--- config.mk ---
export PLATFORM = sky130hd
export DESIGN_NAME = alu_issue_flat
export DESIGN_NICKNAME = d
export VERILOG_FILES = /design/src/rtl/alu_issue_if.sv /design/src/rtl/alu_issue.sv /design/src/flat_wrapper.sv
export SDC_FILE = /design/constraint.sdc
export NUM_CORES = 1
export LEC_CHECK = 0
export CAP_MARGIN = 30
export CORE_MARGIN = 2
export CORE_UTILIZATION = 45
export CTS_CLUSTER_DIAMETER = 200
export DETAILED_ROUTE_END_ITERATION = 16
export PLACE_DENSITY_LB_ADDON = 0.08
export SKIP_LAST_GASP = 1
export SLEW_MARGIN = 25
export SYNTH_ARGS = -nofsm -noshare
export SYNTH_HDL_FRONTEND = slang
export SYNTH_SLANG_ARGS = --single-unit
export TNS_END_PERCENT = 1
--- constraint.sdc ---
create_clock -name clk -period 3.7 [get_ports clk]
set_clock_uncertainty 0.15 [all_clocks]
set_input_delay 0.555 -clock clk [delete_from_list [all_inputs] [get_ports clk]]
set_output_delay 0.555 -clock clk [all_outputs]
set_load 0.02 [all_outputs]
--- src/rtl/alu_issue_if.sv ---
// alu_issue_if: shared ALU types plus the request, ALU and writeback bus of the issue stage.
package alu_issue_pkg;
  typedef enum logic [3:0] {
    ALU_OP_ADD, ALU_OP_ADC, ALU_OP_SUB, ALU_OP_SBB, ALU_OP_AND, ALU_OP_OR,
    ALU_OP_XOR, ALU_OP_CMP, ALU_OP_TEST1, ALU_OP_SHL, ALU_OP_SHR, ALU_OP_INC,
    ALU_OP_DEC, ALU_OP_NOT, ALU_OP_NEG, ALU_OP_NOP
  } alu_operation_e;
  typedef struct packed {
    logic cy;
    logic z;
    logic s;
    logic ov;
  } flags_t;
endpackage

interface alu_issue_if;
  logic                          req_valid;
  logic                          req_ready;
  alu_issue_pkg::alu_operation_e req_op;
  logic [15:0]                   req_ta;
  logic [15:0]                   req_tb;
  logic                          req_wide;
  logic [2:0]                    req_dst;
  alu_issue_pkg::flags_t         flags_cur;
  alu_issue_pkg::alu_operation_e alu_operation;
  logic [15:0]                   alu_ta;
  logic [15:0]                   alu_tb;
  logic                          alu_wide;
  alu_issue_pkg::flags_t         alu_flags_in;
  logic                          alu_execute;
  logic                          alu_busy;
  logic [15:0]                   alu_result;
  alu_issue_pkg::flags_t         alu_flags;
  logic                          wb_valid;
  logic                          wb_ack;
  logic [15:0]                   wb_result;
  logic [2:0]                    wb_dst;
  logic                          wb_write_reg;
  alu_issue_pkg::flags_t         wb_flags;
  logic                          err_timeout;
  modport master (
    output req_valid, req_op, req_ta, req_tb, req_wide, req_dst, flags_cur,
           alu_busy, alu_result, alu_flags, wb_ack,
    input  req_ready, alu_operation, alu_ta, alu_tb, alu_wide, alu_flags_in,
           alu_execute, wb_valid, wb_result, wb_dst, wb_write_reg, wb_flags, err_timeout
  );
  modport slave (
    input  req_valid, req_op, req_ta, req_tb, req_wide, req_dst, flags_cur,
           alu_busy, alu_result, alu_flags, wb_ack,
    output req_ready, alu_operation, alu_ta, alu_tb, alu_wide, alu_flags_in,
           alu_execute, wb_valid, wb_result, wb_dst, wb_write_reg, wb_flags, err_timeout
  );
endinterface

--- src/rtl/alu_issue.sv ---
// alu_issue: accepts one decoded op, issues it to the ALU, waits for completion
// with a timeout, then holds the result for writeback until acknowledged.
module alu_issue
  import alu_issue_pkg::*;
#(
  parameter int TIMEOUT = 15
) (
  input  logic     clk,
  input  logic     reset,
  input  logic     ce,
  alu_issue_if.slave bus
);
  typedef enum logic [1:0] {IDLE, ISSUE, WAIT, WB} state_e;
  localparam int CW = $clog2(TIMEOUT + 1);
  state_e        state, state_nx;
  logic [CW-1:0] cnt, cnt_nx;
  logic          expire;
  always_comb begin
    expire   = state == WAIT && bus.alu_busy && cnt == CW'(TIMEOUT - 1);
    state_nx = state == IDLE  ? (bus.req_valid ? ISSUE : IDLE) :
               state == ISSUE ? WAIT :
               state == WAIT  ? (!bus.alu_busy ? WB : expire ? IDLE : WAIT) :
               (bus.wb_ack ? IDLE : WB);
    cnt_nx   = state == ISSUE ? '0 :
               (state == WAIT && bus.alu_busy && !expire) ? cnt + 1'b1 : cnt;
  end
  // Handshake strobes decode straight from state so an async reset drops them at once.
  assign bus.req_ready   = state == IDLE;
  assign bus.alu_execute = state == ISSUE;
  assign bus.wb_valid    = state == WB;
  always_ff @(posedge clk or posedge reset) begin
    if (reset) begin
      state             <= IDLE;
      cnt               <= '0;
      bus.err_timeout   <= 1'b0;
      bus.alu_operation <= ALU_OP_ADD;
      bus.alu_ta        <= '0;
      bus.alu_tb        <= '0;
      bus.alu_wide      <= 1'b0;
      bus.alu_flags_in  <= '0;
      bus.wb_result     <= '0;
      bus.wb_flags      <= '0;
      bus.wb_dst        <= '0;
      bus.wb_write_reg  <= 1'b0;
    end else if (ce) begin
      state           <= state_nx;
      cnt             <= cnt_nx;
      bus.err_timeout <= expire;
      if (state == IDLE && bus.req_valid) begin
        bus.alu_operation <= bus.req_op;
        bus.alu_ta        <= bus.req_ta;
        bus.alu_tb        <= bus.req_tb;
        bus.alu_wide      <= bus.req_wide;
        bus.alu_flags_in  <= bus.flags_cur;
        bus.wb_dst        <= bus.req_dst;
        bus.wb_write_reg  <= !(bus.req_op == ALU_OP_CMP || bus.req_op == ALU_OP_TEST1);
      end
      if (state == WAIT && !bus.alu_busy) begin
        bus.wb_result <= bus.alu_result;
        bus.wb_flags  <= bus.alu_flags;
      end
    end
  end
endmodule
--- src/flat_wrapper.sv ---
// flat-port wrapper written by rule: the top's interface ports become plain ports
module alu_issue_flat import alu_issue_pkg::*;
#(
  parameter int TIMEOUT = 15
)
  (clk, reset, ce, bus_req_valid, bus_req_op, bus_req_ta, bus_req_tb, bus_req_wide, bus_req_dst, bus_flags_cur, bus_alu_busy, bus_alu_result, bus_alu_flags, bus_wb_ack, bus_req_ready, bus_alu_operation, bus_alu_ta, bus_alu_tb, bus_alu_wide, bus_alu_flags_in, bus_alu_execute, bus_wb_valid, bus_wb_result, bus_wb_dst, bus_wb_write_reg, bus_wb_flags, bus_err_timeout);
  alu_issue_if bus_i ();
  input  logic clk;
  input  logic reset;
  input  logic ce;
  input wire logic [$bits(bus_i.req_valid)-1:0] bus_req_valid;
  input wire logic [$bits(bus_i.req_op)-1:0] bus_req_op;
  input wire logic [$bits(bus_i.req_ta)-1:0] bus_req_ta;
  input wire logic [$bits(bus_i.req_tb)-1:0] bus_req_tb;
  input wire logic [$bits(bus_i.req_wide)-1:0] bus_req_wide;
  input wire logic [$bits(bus_i.req_dst)-1:0] bus_req_dst;
  input wire logic [$bits(bus_i.flags_cur)-1:0] bus_flags_cur;
  input wire logic [$bits(bus_i.alu_busy)-1:0] bus_alu_busy;
  input wire logic [$bits(bus_i.alu_result)-1:0] bus_alu_result;
  input wire logic [$bits(bus_i.alu_flags)-1:0] bus_alu_flags;
  input wire logic [$bits(bus_i.wb_ack)-1:0] bus_wb_ack;
  output wire logic [$bits(bus_i.req_ready)-1:0] bus_req_ready;
  output wire logic [$bits(bus_i.alu_operation)-1:0] bus_alu_operation;
  output wire logic [$bits(bus_i.alu_ta)-1:0] bus_alu_ta;
  output wire logic [$bits(bus_i.alu_tb)-1:0] bus_alu_tb;
  output wire logic [$bits(bus_i.alu_wide)-1:0] bus_alu_wide;
  output wire logic [$bits(bus_i.alu_flags_in)-1:0] bus_alu_flags_in;
  output wire logic [$bits(bus_i.alu_execute)-1:0] bus_alu_execute;
  output wire logic [$bits(bus_i.wb_valid)-1:0] bus_wb_valid;
  output wire logic [$bits(bus_i.wb_result)-1:0] bus_wb_result;
  output wire logic [$bits(bus_i.wb_dst)-1:0] bus_wb_dst;
  output wire logic [$bits(bus_i.wb_write_reg)-1:0] bus_wb_write_reg;
  output wire logic [$bits(bus_i.wb_flags)-1:0] bus_wb_flags;
  output wire logic [$bits(bus_i.err_timeout)-1:0] bus_err_timeout;
  assign bus_i.req_valid = bus_req_valid;
  assign bus_i.req_op = bus_req_op;
  assign bus_i.req_ta = bus_req_ta;
  assign bus_i.req_tb = bus_req_tb;
  assign bus_i.req_wide = bus_req_wide;
  assign bus_i.req_dst = bus_req_dst;
  assign bus_i.flags_cur = bus_flags_cur;
  assign bus_i.alu_busy = bus_alu_busy;
  assign bus_i.alu_result = bus_alu_result;
  assign bus_i.alu_flags = bus_alu_flags;
  assign bus_i.wb_ack = bus_wb_ack;
  assign bus_req_ready = bus_i.req_ready;
  assign bus_alu_operation = bus_i.alu_operation;
  assign bus_alu_ta = bus_i.alu_ta;
  assign bus_alu_tb = bus_i.alu_tb;
  assign bus_alu_wide = bus_i.alu_wide;
  assign bus_alu_flags_in = bus_i.alu_flags_in;
  assign bus_alu_execute = bus_i.alu_execute;
  assign bus_wb_valid = bus_i.wb_valid;
  assign bus_wb_result = bus_i.wb_result;
  assign bus_wb_dst = bus_i.wb_dst;
  assign bus_wb_write_reg = bus_i.wb_write_reg;
  assign bus_wb_flags = bus_i.wb_flags;
  assign bus_err_timeout = bus_i.err_timeout;
  alu_issue #(.TIMEOUT(TIMEOUT)) u_core (.clk(clk), .reset(reset), .ce(ce), .bus(bus_i));
endmodule
# Yosys cells after proc, flatten, opt, wreduce, memory -nomap -nowiden
# Index checks and enable logic that the tools add are counted.
# totals
register_bits	72
latchBits	0
mem_bits_rw	0
mem_bits_ro	0
word_cells	48
mem_count	0
# op_classes
add_sub_neg	1
multipliers	0
n_div	0
n_lt_le_gt_ge	0
n_eq_ne	6
n_shift	0
muxes	9
bitwise	0
n_reduce_logical	14
# ops
cell	n
2-bit 2-to-1 mux	6
4-bit equality test, second input constant	2
4-bit 2-to-1 mux	2
2-bit AND reduction	3
1-bit logical AND	5
4-bit by 1-bit adder with 4-bit output, second input constant	1
2-bit equality test, second input constant	2
4-bit by 3-bit equality test with 1-bit output, second input constant	1
1-bit zero test	3
2-bit by 1-bit equality test with 1-bit output, second input constant	1
2-bit zero test	1
2-bit nonzero test	1
1-bit logical OR	1
1-bit 2-to-1 mux	1

# Depth between registers and ports, before layout
# Gate-level depths: netlist (run 1).
# logic_depth
ltp_word	8
ltp_mapped	6
depth_no_buf	5

# Worst setup path before layout (run 1)
# No wires, ideal clock.
# synth_path
kind	input -> register
startpoint	in bus_req_valid
endpoint	reg u_core.bus.alu_ta[0]
setup_ps	125
t_arrival_ps	1457
t_required_ps	3425
path_slack_ps	1968
path_stages	4
n_path_buf	2
cell_sequence	nor4bb_4 > buf_6 > buf_12 > mux2_4
# synth_between
elab_chain_len	2
# synth_lines
item	line	text
start: declaration	flat_wrapper.sv:11	input wire logic [$bits(bus_i.req_valid)-1:0] bus_req_valid;
1-bit logical AND	alu_issue.sv:49	if (state == IDLE && bus.req_valid) begin
2-bit AND reduction (no line)	--	
end signal: assignment	alu_issue.sv:51	bus.alu_ta <= bus.req_ta;
end: declaration	alu_issue_if.sv:50	output req_ready, alu_operation, alu_ta, alu_tb, alu_wide, alu_flags_in,
# Every way passes these cells.
# A chain may end at the register's enable or synchronous reset.

# Final worst setup path (run 1)
# layout_path
startpoint	reg u_core.state[1]
endpoint	out bus_alu_execute
# layout_between
elab_chain_len	1
# layout_lines
item	line	text
start: declaration	alu_issue.sv:15	state_e state, state_nx;
start signal: assignment	alu_issue.sv:46	state <= state_nx;
2-bit by 1-bit equality test with 1-bit output	alu_issue.sv:29	assign bus.alu_execute = state == ISSUE;
end: declaration	flat_wrapper.sv:28	output wire logic [$bits(bus_i.alu_execute)-1:0] bus_alu_execute;
# Every way passes these cells.

==> flow_summary.json, run 1 <==
{
  "outcome": "finished, final reports clean",
  "p_switching_mw": 1.393,
  "syn-num-nets": 258,
  "antenna_found_initial": 0,
  "cts_buffers": 9,
  "slowest_stage": "clkdlybuf4s50_1",
  "die_h_um": 86.72,
  "fin_util_pct": 70.45,
  "totalWireLength_mm": 6.711,
  "intPower_mw": 2.777,
  "routabilityCongestion": 0.7795,
  "drive_gt1_share_pct": 25.97,
  "maxCapViolations": 0,
  "port-buffer-count": 138,
  "power_mw": 4.170,
  "drtPass1Iterations": 4,
  "avgSynthCellArea_um2": 16.55,
  "min_path_type": "reg2reg",
  "synth.distinct_cells": 28,
  "period_minus_slack_ns": 2.384,
  "vias_per_cell": 4.923,
  "drc": 0,
  "syn_to_final_growth_pct": 53.72,
  "grt_use_total_pct": 18.43,
  "gr-total-overflow": 0,
  "cts-root-buf": "clkbuf_8",
  "synth_area_leaders": "dfrtp_1, mux2_4, mux2_2, buf_12, mux2i_1",
  "p_per_area_nw_per_um2": 881.0,
  "cts_max_path_buffers": 2,
  "drtIter0Drc": 57,
  "cts.clk_slew.worst_paths_ns": 0.07,
  "clk_latency_ns": 0.34,
  "pwr-share-comb_pct": 48.7,
  "end_kind": "primary output",
  "final.period_utilization_pct": 64.43,
  "syn_inst": 186,
  "cts_hold_buf": 0,
  "yosysSeqAreaShare_pct": 58.51,
  "p_seq_share_pct": 33.7,
  "htreeDepth": 3,
  "worstPathArrival_ns": 1.68,
  "ys.flop_type": "dfrtp_1",
  "finalSetupViolCount": 0,
  "cts.sinks": 72,
  "final_cell_mix": "clkdlybuf4s50_1, dfrtp_1, mux2_4",
  "path_max_fanout": 9,
  "route.vias.total": 2043,
  "cts_setup_buffers": 0,
  "whs_ns": 0.3585,
  "diodes": 0,
  "fmax_mhz": 419.5,
  "synth_edf_count": 0,
  "synth_top_cell_by_area": "dfrtp_1",
  "fp.coreArea_um2": 6719,
  "swShare_pct": 33.42,
  "ir_drop_mv": 0.4820,
  "crit_chain": "and2b_1 > clkdlybuf4s50_1",
  "initial_core_util_pct": 45.83,
  "relSlewSlack_pct": 48.88,
  "p_clk_share_pct": 17.5,
  "io_pins": 139,
  "die_area_um2": 7520,
  "ant_nets": 0,
  "crit_type": "reg2out",
  "max_stage_delay_ns": 0.60,
  "grt_pass1_vias": 2072,
  "cts_resized": 0,
  "tightestPinTransition_ns": 0.7656,
  "wire_per_inst_um": 16.17,
  "slew_viol_final": 0,
  "synth-seq-cells": 72,
  "synth_top_area_share_pct": 58.51,
  "grt_first_pass_wirelength_mm": 10.49,
  "die_w_um": 86.72,
  "tns_ns": 0,
  "place_hpwl_mm": 4.780,
  "fin_nets": 402,
  "synthArstFlopShare_pct": 100.0,
  "hold_viol_final": 0,
  "reg_top3": "u_core.bus.alu_ta: 16 flops, u_core.bus.alu_tb: 16 flops, u_core.bus.wb_result: 16 flops",
  "grt_start_max_net_pins": 47,
  "netlist_area_um2": 3079,
  "cp-start-kind": "flop",
  "cp.required_ns": 2.99,
  "cts_tree": "yes",
  "yosys_warnings": 0,
  "rsz0062_at_grt": "false",
  "mostFrequentLayoutCell": "clkdlybuf4s50_1",
  "rows": 30,
  "leakage_nw": 2.053
}
-- final timing paths --
| path | startpoint | end | slack [ns] | cells past startpoint |
|---|---|---|---|---|
| setup / recovery | u_core.state[1] | bus_alu_execute | 1.32 | 2 |
| hold / removal | u_core.bus.wb_result[1] | u_core.bus.wb_result[1] | 0.36 | 1 |
| setup reg to reg | u_core.state[1] | u_core.bus.alu_flags_in[2] | 1.81 | 3 |
| hold reg to reg | u_core.bus.wb_result[1] | u_core.bus.wb_result[1] | 0.36 | 1 |
| max in group asynchronous | reset | u_core.bus.alu_tb[15] | 2.21 | 3 |
| min in group asynchronous | reset | u_core.bus.alu_flags_in[3] | 0.51 | 2 |
-- logic make-up (layout without fill, tap and decap cells) --
kind of cell               after synthesis  in the layout  synth area share [%]
buffers and inverters                   13            162                 4.551
and+or+nand+nor                         24             24                 5.486
adders and majority gates                2              2                0.8125
muxes                                   68             68                 29.34
AOI/OAI and AO/OA                        7              7                 1.300
DFF                                     72             72                 58.51
-- layer usage --
layer | vias to the layer above | GRT usage, % | share of wire [%]
met4 | 0 | 9.233 | 2.3
met5 | - | 0 | 0
li1 | 939 | - | -
met1 | 1006 | 24.02 | 43
met2 | 86 | 28.32 | 47
met3 | 12 | 5.143 | 6.8
-- cells in the mapped netlist, types with 2 or more instances --
master and count:
inv_1 4, mux2i_1 4, buf_12 4, nand4b_1 2
o21ai_0 5, nand3_1 5, buf_6 3, dfrtp_1 72
nand2_1 5, mux2_2 25, mux2_4 38, ha_1 2
nand2b_1 2
-- cell type report --
type,instances,area (µm²)
timing repair buffer,141,1429
clock buffer,12,165.2
fill,466,1986
tap,80,100.1
inverter,5,18.77
multi-input combinational,101,1144
sequential,72,1802
clock inverter,4,75.07
-- worst max-delay path: cells and delay by family (launching register included) --
family,cells,cell delay [ns]
buffers and inverters,1,0.60
flip-flops,1,0.49
AND/OR/NAND/NOR,1,0.24
-- through the flow --
step,area (µm²),instances,setup WS (ns)
after floorplan,3079,186,1.170
after global placement,4493,399,1.228
after detailed placement,4493,399,1.192
after CTS,4733,415,1.296
after global routing,4733,415,1.258
final,4733,415,1.316
-- power groups by stage --
stage               sequential [mW]  clock [mW]  combinational (mW)
finish                         1.41       0.730                2.03
global route                   1.46       0.781                2.14
CTS                            1.41       0.748                2.06
detailed placement             1.42           0                2.05
global placement               1.39           0                2.04
floorplan                      1.84           0               0.690
No activity file was read; power rests on OpenSTA's default activity.
==> inputs of run 2 (changes only) <==
- CORE_UTILIZATION: 45 -> 38
- clock period: 3.7 -> 2.05 ns (I/O delays scaled with it)
==> run 2 against run 1 <==
Net effect:
- sequential share of layout area is 1.3 points lower
- clock-buffer cell count is 3 lower
- setup slack worse by 1.2 ns
- clock power rose by 85%
- via count rose by 1.8%
- combinational power up 87%
- routed wire length is 2.7% higher
- critical path type unchanged
- critical endpoint is now bus_req_ready
- largest cell class unchanged
- largest power group unchanged
==> flow_summary.json, run 2 (synthesis gave the netlist of run 1 again) <==
{
  "slowest_stage": "clkdlybuf4s50_1",
  "routabilityCongestion": 0.7392,
  "cts_buffers": 9,
  "path_max_fanout": 5,
  "placedCellCount": 430,
  "cts_max_path_buffers": 2,
  "end_kind": "primary output",
  "reg2regPathDepth": 5,
  "cts.clk_slew.worst_paths_ns": 0.08,
  "critical-path-top-delay-family": "buffers and inverters",
  "ir_drop_mv": 0.6523,
  "cts_hold_buf": 0,
  "fp.coreArea_um2": 7807,
  "tightestPinTransition_ns": 0.3766,
  "drc": 0,
  "crit_buf_inv": 1,
  "rows": 32,
  "route.vias.total": 2079,
  "htreeDepth": 3,
  "pre_cts_slack_ns": -0.05129,
  "final.period_utilization_pct": 94.68,
  "place_hpwl_mm": 4.926,
  "cts_tree": "yes",
  "worst_slack_ns": 0.1091,
  "period_minus_slack_ns": 1.941,
  "finalSetupViolCount": 0,
  "hold_viol_final": 0,
  "crit_type": "reg2out",
  "tns_ns": 0,
  "fin_nets": 413,
  "diodes": 0,
  "cts-root-buf": "clkbuf_8",
  "reg_top3": "u_core.bus.alu_ta: 16 flops, u_core.bus.alu_tb: 16 flops, u_core.bus.wb_result: 16 flops",
  "syn_to_final_growth_pct": 59.41,
  "power_mw": 7.655,
  "rrSetupSlack_ns": 0.19,
  "initial_core_util_pct": 39.44,
  "clk_latency_ns": 0.33,
  "grt_first_pass_wirelength_mm": 10.67,
  "outcome": "finished, final reports clean",
  "cp-start-kind": "flop",
  "totalWireLength_mm": 6.891,
  "vias_per_cell": 4.641,
  "gr-total-overflow": 0,
  "drive_gt1_share_pct": 28.90,
  "grt_pass1_vias": 2117,
  "whs_ns": 0.2861,
  "wire_per_inst_um": 15.38,
  "rsz0062_at_grt": "false",
  "antenna_found_initial": 0,
  "die_area_um2": 8839,
  "grt_start_max_net_pins": 73,
  "ant_nets": 0,
  "max_stage_delay_ns": 0.62,
  "slew_viol_final": 0,
  "p_per_area_nw_per_um2": 1560,
  "die_h_um": 94.02,
  "crit_chain": "nor2_1 > clkdlybuf4s50_1",
  "die_w_um": 94.02,
  "maxCapViolations": 0,
  "fmax_mhz": 515.2,
  "final_cells": 448,
  "cp.required_ns": 1.59,
  "grt_use_total_pct": 15.56,
  "port-buffer-count": 138,
  "worstPathArrival_ns": 1.48,
  "io_pins": 139,
  "cts.sinks": 72,
  "relSlewSlack_pct": 74.90,
  "drtPass1Iterations": 4,
  "r2r-start": "u_core.state[0]",
  "drtIter0Drc": 39,
  "r2r-end": "u_core.bus.wb_flags[1]",
  "mostFrequentLayoutCell": "clkdlybuf4s50_1",
  "final_cell_mix": "clkdlybuf4s50_1, dfrtp_1, mux2_4",
  "leakage_nw": 2.124,
  "fillCellCount": 628,
  "min_path_type": "in2async"
}
## run 2: cell type report
type                       instances  area [µm²]  share of cell area (%)
clock inverter                     7       120.1                   2.447
tap                              102       127.6                   2.600
timing repair buffer             152        1573                   32.04
sequential                        72        1804                   36.76
clock buffer                       9       123.9                   2.524
inverter                           5       22.52                  0.4588
multi-input combinational        101        1137                   23.17
## run 2: through the flow
| step | utilization [%] | area (µm²) |
|---|---|---|
| after global placement | 59.54 | 4648 |
| final | 62.87 | 4908 |
| after global routing | 62.87 | 4908 |
| after CTS | 62.64 | 4891 |
| after detailed placement | 59.54 | 4648 |
| after floorplan | - | 3083 |
## run 2: how the worst max path moves through the flow
stage,to,cells after the start,slack (ns),from
after floorplan,u_core.bus.alu_ta[0],5,0.38,u_core.state[0]
after global placement,u_core.bus.wb_flags[3],5,-0.02,ce
after detailed placement,u_core.bus.wb_flags[1],5,-0.05,ce
after global routing,bus_req_ready,2,0.05,u_core.state[1]
after CTS,bus_wb_valid,2,-0.09,u_core.state[0]
final,bus_req_ready,2,0.11,u_core.state[1]
## run 2: worst reg2reg max path, stage by stage, from the launching register on
cell,delay (ns)
dfrtp_2,0.44
buf_4,0.17
nor2b_1,0.15
nor3b_2,0.28
buf_12,0.20
mux2_2,0.35
## run 2: metal layers
| layer | vias to the layer above | share of wire [%] | GRT usage (%) |
|---|---|---|---|
| li1 | 965 | - | - |
| met1 | 1032 | 45 | 21.60 |
| met2 | 78 | 46 | 23.57 |
| met3 | 4 | 7.6 | 4.815 |
| met4 | 0 | 0.58 | 4.348 |
| met5 | - | 0 | 0 |
## run 2: power breakdown
group | leakage (nW) | switching [mW] | internal (mW)
sequential | 0.863 | 0.393 | 2.12
clock | 0.119 | 0.541 | 0.810
combinational | 1.14 | 1.60 | 2.20
## run 2: what timing repair did
item | 4_1_cts | 5_1_grt
gates resized for setup | 1 | 2
setup buffers | 0 | 2
endpoints found under the setup margin | 3 | 2
==> inputs of run 3 (changes only) <==
--- a/config.mk
+++ b/config.mk
@@ -8,5 +8,5 @@
 export CAP_MARGIN = 30
 export CORE_MARGIN = 2
-export CORE_UTILIZATION = 38
+export CORE_UTILIZATION = 42
 export CTS_CLUSTER_DIAMETER = 200
 export DETAILED_ROUTE_END_ITERATION = 16
==> constraint.sdc (replaced) <==
create_clock -name clk -period 1.85 [get_ports clk]
set_clock_uncertainty 0.15 [all_clocks]
set_input_delay 0.37 -clock clk [delete_from_list [all_inputs] [get_ports clk]]
set_output_delay 0.37 -clock clk [all_outputs]
set_load 0.02 [all_outputs]
==> run 3 against run 2 <==
Net effect:
- the run now ends with setup timing left
- power up 11%
- hold slack better by 0.016 ns
- combinational power up 10%
- die area down 9.1%
- largest cell class unchanged
- critical path type unchanged
- critical path depth up 1
==> flow_summary.json, run 3 (synthesis gave the netlist of run 1 again) <==
{
  "worstPathArrival_ns": 1.44,
  "ir_drop_mv": 0.7482,
  "slowest_stage": "dfrtp_2",
  "gr-total-overflow": 0,
  "die_h_um": 89.63,
  "fp.coreArea_um2": 7176,
  "crit_buf_inv": 2,
  "finalSetupViolCount": 19,
  "diodes": 0,
  "initial_core_util_pct": 42.91,
  "path_max_fanout": 5,
  "grt_first_pass_wirelength_mm": 10.14,
  "antenna_found_initial": 0,
  "wire_per_inst_um": 14.97,
  "vias_per_cell": 4.664,
  "clk_latency_ns": 0.32,
  "power_mw": 8.495,
  "route.vias.total": 2108,
  "tns_ns": -0.2127,
  "syn_to_final_growth_pct": 60.50,
  "cp.required_ns": 1.33,
  "fmax_mhz": 510.0,
  "cts_max_path_buffers": 2,
  "cts_tree": "yes",
  "drtPass1Iterations": 4,
  "cts_hold_buf": 0,
  "grt_use_total_pct": 16.57,
  "max_stage_delay_ns": 0.44,
  "min_path_type": "in2async",
  "port-buffer-count": 138,
  "ant_nets": 0,
  "htreeDepth": 3,
  "outcome": "finished, violations left",
  "cts.sinks": 72,
  "drive_gt1_share_pct": 30.31,
  "reg_top3": "u_core.bus.alu_ta: 16 flops, u_core.bus.alu_tb: 16 flops, u_core.bus.wb_result: 16 flops",
  "cts_buffers": 9,
  "maxCapViolations": 0,
  "register_area_um2": 1804,
  "slew_viol_final": 0,
  "grt_pass1_vias": 2101,
  "routabilityCongestion": 0.7608,
  "final_cell_mix": "clkdlybuf4s50_1, dfrtp_1, mux2_4",
  "die_area_um2": 8033,
  "multi_input_area_um2": 1137,
  "hold_viol_final": 0,
  "failed_checks": "setup timing",
  "crit_chain": "buf_4 > and2b_1 > dlygate4sd2_1",
  "totalWireLength_mm": 6.766,
  "end_kind": "primary output",
  "rsz0062_at_grt": "true",
  "tightestPinTransition_ns": 0.3976,
  "period_minus_slack_ns": 1.961,
  "cts-root-buf": "clkbuf_8",
  "drc": 0,
  "cts.clk_slew.worst_paths_ns": 0.08,
  "fin_nets": 420,
  "leakage_nw": 2.174,
  "critical-path-top-delay-family": "buffers and inverters",
  "mostFrequentLayoutCell": "clkdlybuf4s50_1",
  "final.period_utilization_pct": 106.0,
  "fillCellCount": 514,
  "pre_cts_slack_ns": -0.3024,
  "relSlewSlack_pct": 73.49,
  "cp-start-kind": "flop",
  "rows": 31,
  "grt_start_max_net_pins": 42,
  "place_hpwl_mm": 5.086,
  "die_w_um": 89.63,
  "drtIter0Drc": 43,
  "worst_slack_ns": -0.1107,
  "fin_util_pct": 68.88,
  "crit_type": "reg2out",
  "io_pins": 139,
  "p_per_area_nw_per_um2": 1719
}
run 3: changes by cell type in the layout (fill, tap and decap cells not counted), sizes merged:
| cell | delta |
|---|---|
| clkinv | -2 |
| inv | +1 |
| dlygate4sd2 | +1 |
| clkbuf | +1 |
| buf | +7 |
| dlymetal6s2s | +1 |
| clkdlybuf4s50 | -2 |
run 3: worst reg2reg max path: stages, from the launching register on:
cell and delay, ns:
dfrtp_2 0.44, buf_4 0.17, nor4bb_4 0.33, buf_12 0.20, buf_12 0.16, mux2_4 0.31
run 3: report_power, final:
part	leakage (nW)	internal, mW	switching, mW	total, mW
Sequential	0.863	2.35	0.439	2.79
Combinational	1.19	2.42	1.76	4.18
Clock	0.123	0.940	0.589	1.53
Total	2.17	5.71	2.79	8.50
run 3: worst paths after layout:
check                                         start                       end  slack [ns]  depth (start not counted)
setup reg to reg                    u_core.state[1]      u_core.bus.alu_tb[2]       -0.02                          5
max in group asynchronous                     reset           u_core.state[1]        0.85                          3
hold reg to reg            u_core.bus.wb_result[14]  u_core.bus.wb_result[14]        0.36                          1
setup / recovery                    u_core.state[1]           bus_alu_execute       -0.11                          3
hold / removal                                reset     u_core.bus.alu_ta[14]        0.30                          3
min in group clk           u_core.bus.wb_result[14]  u_core.bus.wb_result[14]        0.36                          1
run 3: area by class of cell:
class,instances,share of cell area (%)
clock buffers,10,2.785
repair buffers,159,32.41
well taps,99,2.506
multi-input cells,101,23.01
inverters,5,0.4557
clock inverters,6,2.329
flip-flops and latches,72,36.51
run 3: stage by stage:
stage / area, µm² / std cells / hold WS, ns
after floorplan: 3083 / 186 / 0.3096
after global placement: 4672 / 434 / 0.3199
after detailed placement: 4672 / 434 / 0.3420
after CTS: 4940 / 452 / 0.2910
after global routing: 4942 / 452 / 0.3213
final: 4942 / 452 / 0.3017
run 3: metal layers:
layer | vias up | track usage (%) | share of wire (%)
met5 | - | 0 | 0
li1 | 979 | - | -
met3 | 4 | 4.388 | 7.4
met1 | 1045 | 22.28 | 45
met2 | 80 | 25.67 | 47
met4 | 0 | 6.513 | 0.55
run 3: repair_timing:
action / CTS / global route
setup buffers: 2 / 0
gates resized for setup: 4 / 1
endpoints found under the setup margin: 9 / 116
